**src/rtl/vga_timing_pkg.sv**
```systemverilog
// Shared 640x480@60 timing constants, monitor state type and saturating helpers
// for the VGA timing monitor.
package vga_timing_pkg;

  localparam int unsigned H_TOTAL  = 800;
  localparam int unsigned H_SYNC   = 96;
  localparam int unsigned H_BP     = 48;
  localparam int unsigned H_ACTIVE = 640;
  localparam int unsigned V_TOTAL  = 525;
  localparam int unsigned V_SYNC   = 2;
  localparam int unsigned V_BP     = 33;
  localparam int unsigned V_ACTIVE = 480;

  typedef enum logic [1:0] {
    SEARCH,
    CHECK,
    LOCKED
  } mon_state_t;

  function automatic logic [10:0] sat_inc11(input logic [10:0] v);
    return (v == '1) ? v : v + 11'd1;
  endfunction

  function automatic logic [9:0] sat_inc10(input logic [9:0] v);
    return (v == '1) ? v : v + 10'd1;
  endfunction

endpackage

```
**src/rtl/vga_sync_edge.sv**
```systemverilog
// Strobe-qualified sync history register with a falling-edge pulse output.
module vga_sync_edge (
  input  logic clk,
  input  logic rst,
  input  logic stb,
  input  logic sync,
  output logic fall
);

  logic prev;

  always_ff @(posedge clk) begin
    if (rst) begin
      prev <= 1'b1;
    end else if (stb) begin
      prev <= sync;
    end
  end

  assign fall = stb & prev & ~sync;

endmodule

```
**src/rtl/vga_timing_monitor.sv**
```systemverilog
// Recovers pixel position from strobe-sampled HS/VS and verifies 640x480@60 timing.
module vga_timing_monitor
  import vga_timing_pkg::*;
#(
  parameter int unsigned H_LEN   = H_TOTAL,
  parameter int unsigned H_START = H_SYNC + H_BP,
  parameter int unsigned H_ACT   = H_ACTIVE,
  parameter int unsigned V_LEN   = V_TOTAL,
  parameter int unsigned V_START = V_SYNC + V_BP,
  parameter int unsigned V_ACT   = V_ACTIVE
) (
  input  logic        i_clk,
  input  logic        i_rst,
  input  logic        i_pix_stb,
  input  logic        i_hs,
  input  logic        i_vs,
  output logic [9:0]  o_x,
  output logic [8:0]  o_y,
  output logic        o_active,
  output logic        o_locked,
  output logic        o_err,
  output logic [10:0] o_h_total,
  output logic [9:0]  o_v_total
);

  logic        hs_fall, vs_fall;
  logic        pending;
  logic        line_start, frame_start;
  logic [10:0] hcnt, hcnt_next, h_len;
  logic [9:0]  vcnt, vcnt_next, v_len;
  logic        h_bad, v_bad, vis;
  logic        err_next;
  mon_state_t  state, state_next;

  vga_sync_edge u_hs_edge (
    .clk  (i_clk),
    .rst  (i_rst),
    .stb  (i_pix_stb),
    .sync (i_hs),
    .fall (hs_fall)
  );

  vga_sync_edge u_vs_edge (
    .clk  (i_clk),
    .rst  (i_rst),
    .stb  (i_pix_stb),
    .sync (i_vs),
    .fall (vs_fall)
  );

  // A VS fall is deferred until the next HS fall so the frame always starts on a line boundary.
  assign line_start  = hs_fall;
  assign frame_start = hs_fall & (vs_fall | pending);

  always_comb begin
    h_len     = sat_inc11(hcnt);
    v_len     = sat_inc10(vcnt);
    hcnt_next = hcnt;
    vcnt_next = vcnt;
    if (i_pix_stb) begin
      hcnt_next = line_start ? '0 : h_len;
      if (frame_start) begin
        vcnt_next = '0;
      end else if (line_start) begin
        vcnt_next = v_len;
      end
    end
    h_bad = line_start && (h_len != 11'(H_LEN));
    v_bad = frame_start && (v_len != 10'(V_LEN));
    vis   = (hcnt_next >= 11'(H_START)) && (hcnt_next < 11'(H_START + H_ACT)) &&
            (vcnt_next >= 10'(V_START)) && (vcnt_next < 10'(V_START + V_ACT));
  end

  always_ff @(posedge i_clk) begin
    if (i_rst) begin
      state <= SEARCH;
      o_err <= 1'b0;
    end else begin
      state <= state_next;
      o_err <= err_next;
    end
  end

  // Line-length mismatch wins over a coincident frame start and yields a single error.
  always_comb begin
    state_next = state;
    err_next   = 1'b0;
    case (state)
      SEARCH: begin
        if (frame_start) state_next = CHECK;
      end
      CHECK: begin
        if (h_bad) begin
          err_next   = 1'b1;
          state_next = SEARCH;
        end else if (frame_start) begin
          if (v_bad) err_next = 1'b1;
          else       state_next = LOCKED;
        end
      end
      LOCKED: begin
        if (h_bad || v_bad) begin
          err_next   = 1'b1;
          state_next = SEARCH;
        end
      end
      default: state_next = SEARCH;
    endcase
  end

  always_comb begin
    o_locked = (state == LOCKED);
  end

  always_ff @(posedge i_clk) begin
    if (i_rst) begin
      hcnt      <= '0;
      vcnt      <= '0;
      pending   <= 1'b0;
      o_h_total <= '0;
      o_v_total <= '0;
      o_x       <= '0;
      o_y       <= '0;
      o_active  <= 1'b0;
    end else if (i_pix_stb) begin
      hcnt    <= hcnt_next;
      vcnt    <= vcnt_next;
      pending <= line_start ? 1'b0 : (pending | vs_fall);
      if (line_start)  o_h_total <= h_len;
      if (frame_start) o_v_total <= v_len;
      o_x      <= vis ? 10'(hcnt_next - 11'(H_START)) : '0;
      o_y      <= vis ? 9'(vcnt_next - 10'(V_START)) : '0;
      o_active <= vis && (state_next == LOCKED);
    end
  end

endmodule

```
**config.mk**
```make
export PLATFORM = sky130hd
export DESIGN_NAME = vga_timing_monitor
export DESIGN_NICKNAME = d
export VERILOG_FILES = /design/src/rtl/vga_timing_pkg.sv /design/src/rtl/vga_sync_edge.sv /design/src/rtl/vga_timing_monitor.sv
export SDC_FILE = /design/constraint.sdc
export NUM_CORES = 1
export LEC_CHECK = 0
export CORE_MARGIN = 1.5
export CORE_UTILIZATION = 40
export DETAILED_ROUTE_END_ITERATION = 12
export GPL_TIMING_DRIVEN = 0
export PLACE_DENSITY_LB_ADDON = 0.3
export SETUP_SLACK_MARGIN = 0.02
export SLEW_MARGIN = 20
export SYNTH_ARGS = -nofsm -noshare
export SYNTH_HDL_FRONTEND = slang
export SYNTH_SLANG_ARGS = --single-unit
```
**constraint.sdc**
```tcl
create_clock -name i_clk -period 3.6 [get_ports i_clk]
set_clock_uncertainty 0.15 [all_clocks]
set_input_delay 0.72 -clock i_clk [delete_from_list [all_inputs] [get_ports i_clk]]
set_output_delay 0.72 -clock i_clk [all_outputs]
set_load 0.05 [all_outputs]
```
==> impl_summary.txt <==
----------------------------------------------------
[Run status]
  Run status ... finished, final reports clean

[Worst setup path]
  Req. time, crit path ... around 3700 ps
  Capturing element type of the critical path ... flip-flop
  Category of the critical setup timing path ... input port to flip-flop
  Sort of element at the start of the critical path ... input port
  CP arrival ... between 3000 and 4000 ps
  Critical-path maximum fanout ... 7

[CTS]
  Number of buffers created by CTS ... 9
  TritonCTS sink count ... between 60 and 70
  Clk root buf ... sky130_fd_sc_hd__clkbuf_8
  CTS tree ... done
  Clock H-tree levels ... 3
  Clock latency reported for the late side of the worst-skew pair ... ~360 ps
  Number of buffers inserted for hold repair after clock tree synthesis ... 0
  Number of buffers between clock root and the deepest sink ... 2
  Clock slew at reported path FFs ... about 80 ps

[Timing]
  Fmax ... between 200 and 300 MHz
  Transition time at the pin with the least slew margin ... 693 ps
  Final Hold Fails ... 0
  Slew headroom ... a little over half
  Setup violations, final ... 0
  Final worst-path cycle share ... a little over nine tenths
  Unrepaired setup endpoints after global routing ... no
  Hold Worst Slack ... between 300 and 400 ps
  Max-slew violation count ... 0
  Min Tclk post-route ... around 3500 ps

[Layout]
  Filler cell count ... ~1000
  Design Area, Final ... roughly 5000 um^2
  Most used cells in the layout excluding fill and tap cells ... sky130_fd_sc_hd__dfxtp_1, sky130_fd_sc_hd__nand2_1, sky130_fd_sc_hd__nor2_1
  Area growth from synthesis to layout ... 25.0%
  Layout net count ... around 570
  Layout cell share with drive strength beyond 1 ... between 15 and 20%
  Final core occ ... between 50% and 60%
  Post-route non-filler standard cell count ... between 600 and 700
  Most frequent standard cell in the layout excluding fill and tap cells ... sky130_fd_sc_hd__dfxtp_1
  Diode insertion count for antenna repair ... 0

[Synth]
  Mean instance size in the synthesized netlist ... between 8 and 9 um^2
  Post-synthesis adder-cell area fraction ... about 2.8%
  Most common flop cell mapped by yosys ... sky130_fd_sc_hd__dfxtp_1
  Synth Warn # ... 0
  Xor/xnor share of the synthesized area ... around 3.7%
  Share of the yosys chip area belonging to registers ... ~34%
  Flip-flop and latch count after synthesis ... a little under 70
  Mux contribution to synthesized area ... roughly 1.6%
  Synthesized netlist net count ... slightly above 500
  Post-Synth Simple-Gate Area ... just under 30%
  Number of distinct standard cells referenced by the synthesized netlist ... 77
  Post-synthesis compound-gate area fraction ... between 20% and 30%
  Async set or reset register ratio after synthesis ... 0%
  EDFF count, synth ... 0
  Dominant combinational cell family by area after synthesis ... simple AND/OR/NAND/NOR gates
  Netlist area before placement ... between 4000 and 5000 um^2
  Post-Synthesis Cells ... around 500

[Die]
  Area of the core ... between 9000 and 10000 um^2
  IO Count ... 48
  Starting utilization of the core area ... 41.3%
  Die area ... between 10000 and 15000 um^2
  Die Ht ... roughly 100 um
  Std cell rows ... 36
  Die width ... just over 100 um

[Global routing]
  Met3 Resource Use GR ... 4.37%
  Antenna violations before repair ... 0
  Vias in the first global route ... 3697
  Global-route wire length before repair ... roughly 19 mm
  Total global-route track usage ... a little under a quarter
  Residual overflow from global routing ... 0
  Maximum number of pins on one net before global-route repair ... 13
  Global-route track usage on met1 ... between 30% and 40%
  Most crowded layer after global routing ... met2
  Met2 usage ... 41.0%

[Route]
  DRT antenna net count ... 0
  Average wire per cell in the routed design ... 17.4 um
  Number of detailed-routing iterations run before antenna repair ... 4
  Detailed router's first-iteration violation count ... around 160
  Total routed wirelength ... roughly 12 mm
  Number of design rule violations left after detail routing ... 0
  Total vias in the final route ... 3902
  Via/cell ratio ... about 5.6

[Power and ir drop]
  Largest vdd supply drop ... roughly 0.19 mV
  Leakage ... around 1.9 nW
  Power Dens Cells ... approximately 350 nW/um^2
  Overall power after layout ... about 1.8 mW

[Job]
  Max Cap Viol ... 0

[Place]
  Placed cell count ... 675
  Placed inst area ... 4680 um^2
  Placer Congestion ... between 0.9 and 1
  Hpwl dp ... about 9 mm
  Count of buffers inserted at the top-level ports ... between 40 and 50

[Min path]
  Hold Path Class ... flip-flop to flip-flop

----------------------------------------------------
-- synth_stat cells (all sizes together) (12+ instances only) --
| library cell | n | area [um^2] |
|---|---|---|
| and3 | 15 | 97.6 |
| nand3 | 23 | 138 |
| a21oi | 32 | 160 |
| dfxtp | 68 | 1360 |
| nand2 | 57 | 214 |
| buf | 20 | 128 |
| nor2 | 52 | 195 |
| clkbuf | 15 | 57.6 |
| inv | 12 | 45.0 |
| o21ai | 32 | 201 |
| nor3 | 16 | 96.4 |
-- per-layer routing --
layer  part of all wire (%)  up-vias
met5                      0        -
met2                     49      116
met1                     44     1846
met3                    4.8       20
met4                    2.1        0
li1                       -     1920
-- final timing paths --
check | start | end | slack, ps | cells after the start
max | i_vs | o_active | 110 | 9
min | o_x[7] | o_x[7] | 310 | 2
max reg2reg | vcnt[1] | o_active | 240 | 15
min reg2reg | o_x[7] | o_x[7] | 310 | 2
-- power breakdown --
part | internal, mW | leakage [nW] | switching (mW) | total [mW]
clock | 0.483 | 0.124 | 0.327 | 0.811
sequential | 0.764 | 0.551 | 0.00930 | 0.773
combinational | 0.0525 | 1.25 | 0.115 | 0.168
-- what timing repair did --
item,in CTS,in global routing
gates resized for setup,13,11
endpoints found under the setup margin,20,19
pin swaps,3,1
setup buffers,5,0
-- metrics by stage --
stage | setup WS (ps) | TNS, ps
2_1_floorplan | 159 | 0
3_3_place_gp | -1030 | -19170
3_5_place_dp | -1050 | -19590
4_1_cts | 30.2 | 0
5_1_grt | 15.7 | 0
6_report | 106 | 0
-- kinds of logic (layout without fill, tap and decap cells) --
| logic type | after synthesis | after routing |
|---|---|---|
| simple gates | 216 | 216 |
| buf+inv | 48 | 115 |
| compound gates | 131 | 131 |
| mux | 6 | 6 |
| flops | 68 | 68 |
| fa+ha+maj | 9 | 9 |
| xor+xnor | 17 | 17 |
-- state kept, by name, summed over array words and instances, names as in the netlist --
signal          flops
u_vs_edge.prev      1
vcnt               10
o_err               1
o_x                10
o_y                 9
o_h_total          11
hcnt               11
o_v_total          10
u_hs_edge.prev      1
o_active            1
pending             1
state               2
-- final cells by class --
class | count | area, um^2 | share of cell area, %
inverter | 13 | 48.8 | 0.967
clock inverter | 5 | 108 | 2.13
clock buffer | 11 | 141 | 2.80
sequential | 68 | 1360 | 27.0
buffer | 34 | 208 | 4.12
timing repair buffer | 52 | 510 | 10.1
tap | 133 | 166 | 3.30
multi-input combinational | 379 | 2500 | 49.6
-- critical path, cell delays in order --
cell	delay (ps)
sky130_fd_sc_hd__clkdlybuf4s50_1	530
sky130_fd_sc_hd__and2b_2	270
sky130_fd_sc_hd__nor2_1	360
sky130_fd_sc_hd__o21ai_1	310
sky130_fd_sc_hd__o211ai_4	360
sky130_fd_sc_hd__mux2_1	390
sky130_fd_sc_hd__o22ai_4	210
sky130_fd_sc_hd__nand2_1	160
sky130_fd_sc_hd__o41ai_2	290
(Power assumes the default switching activity.)
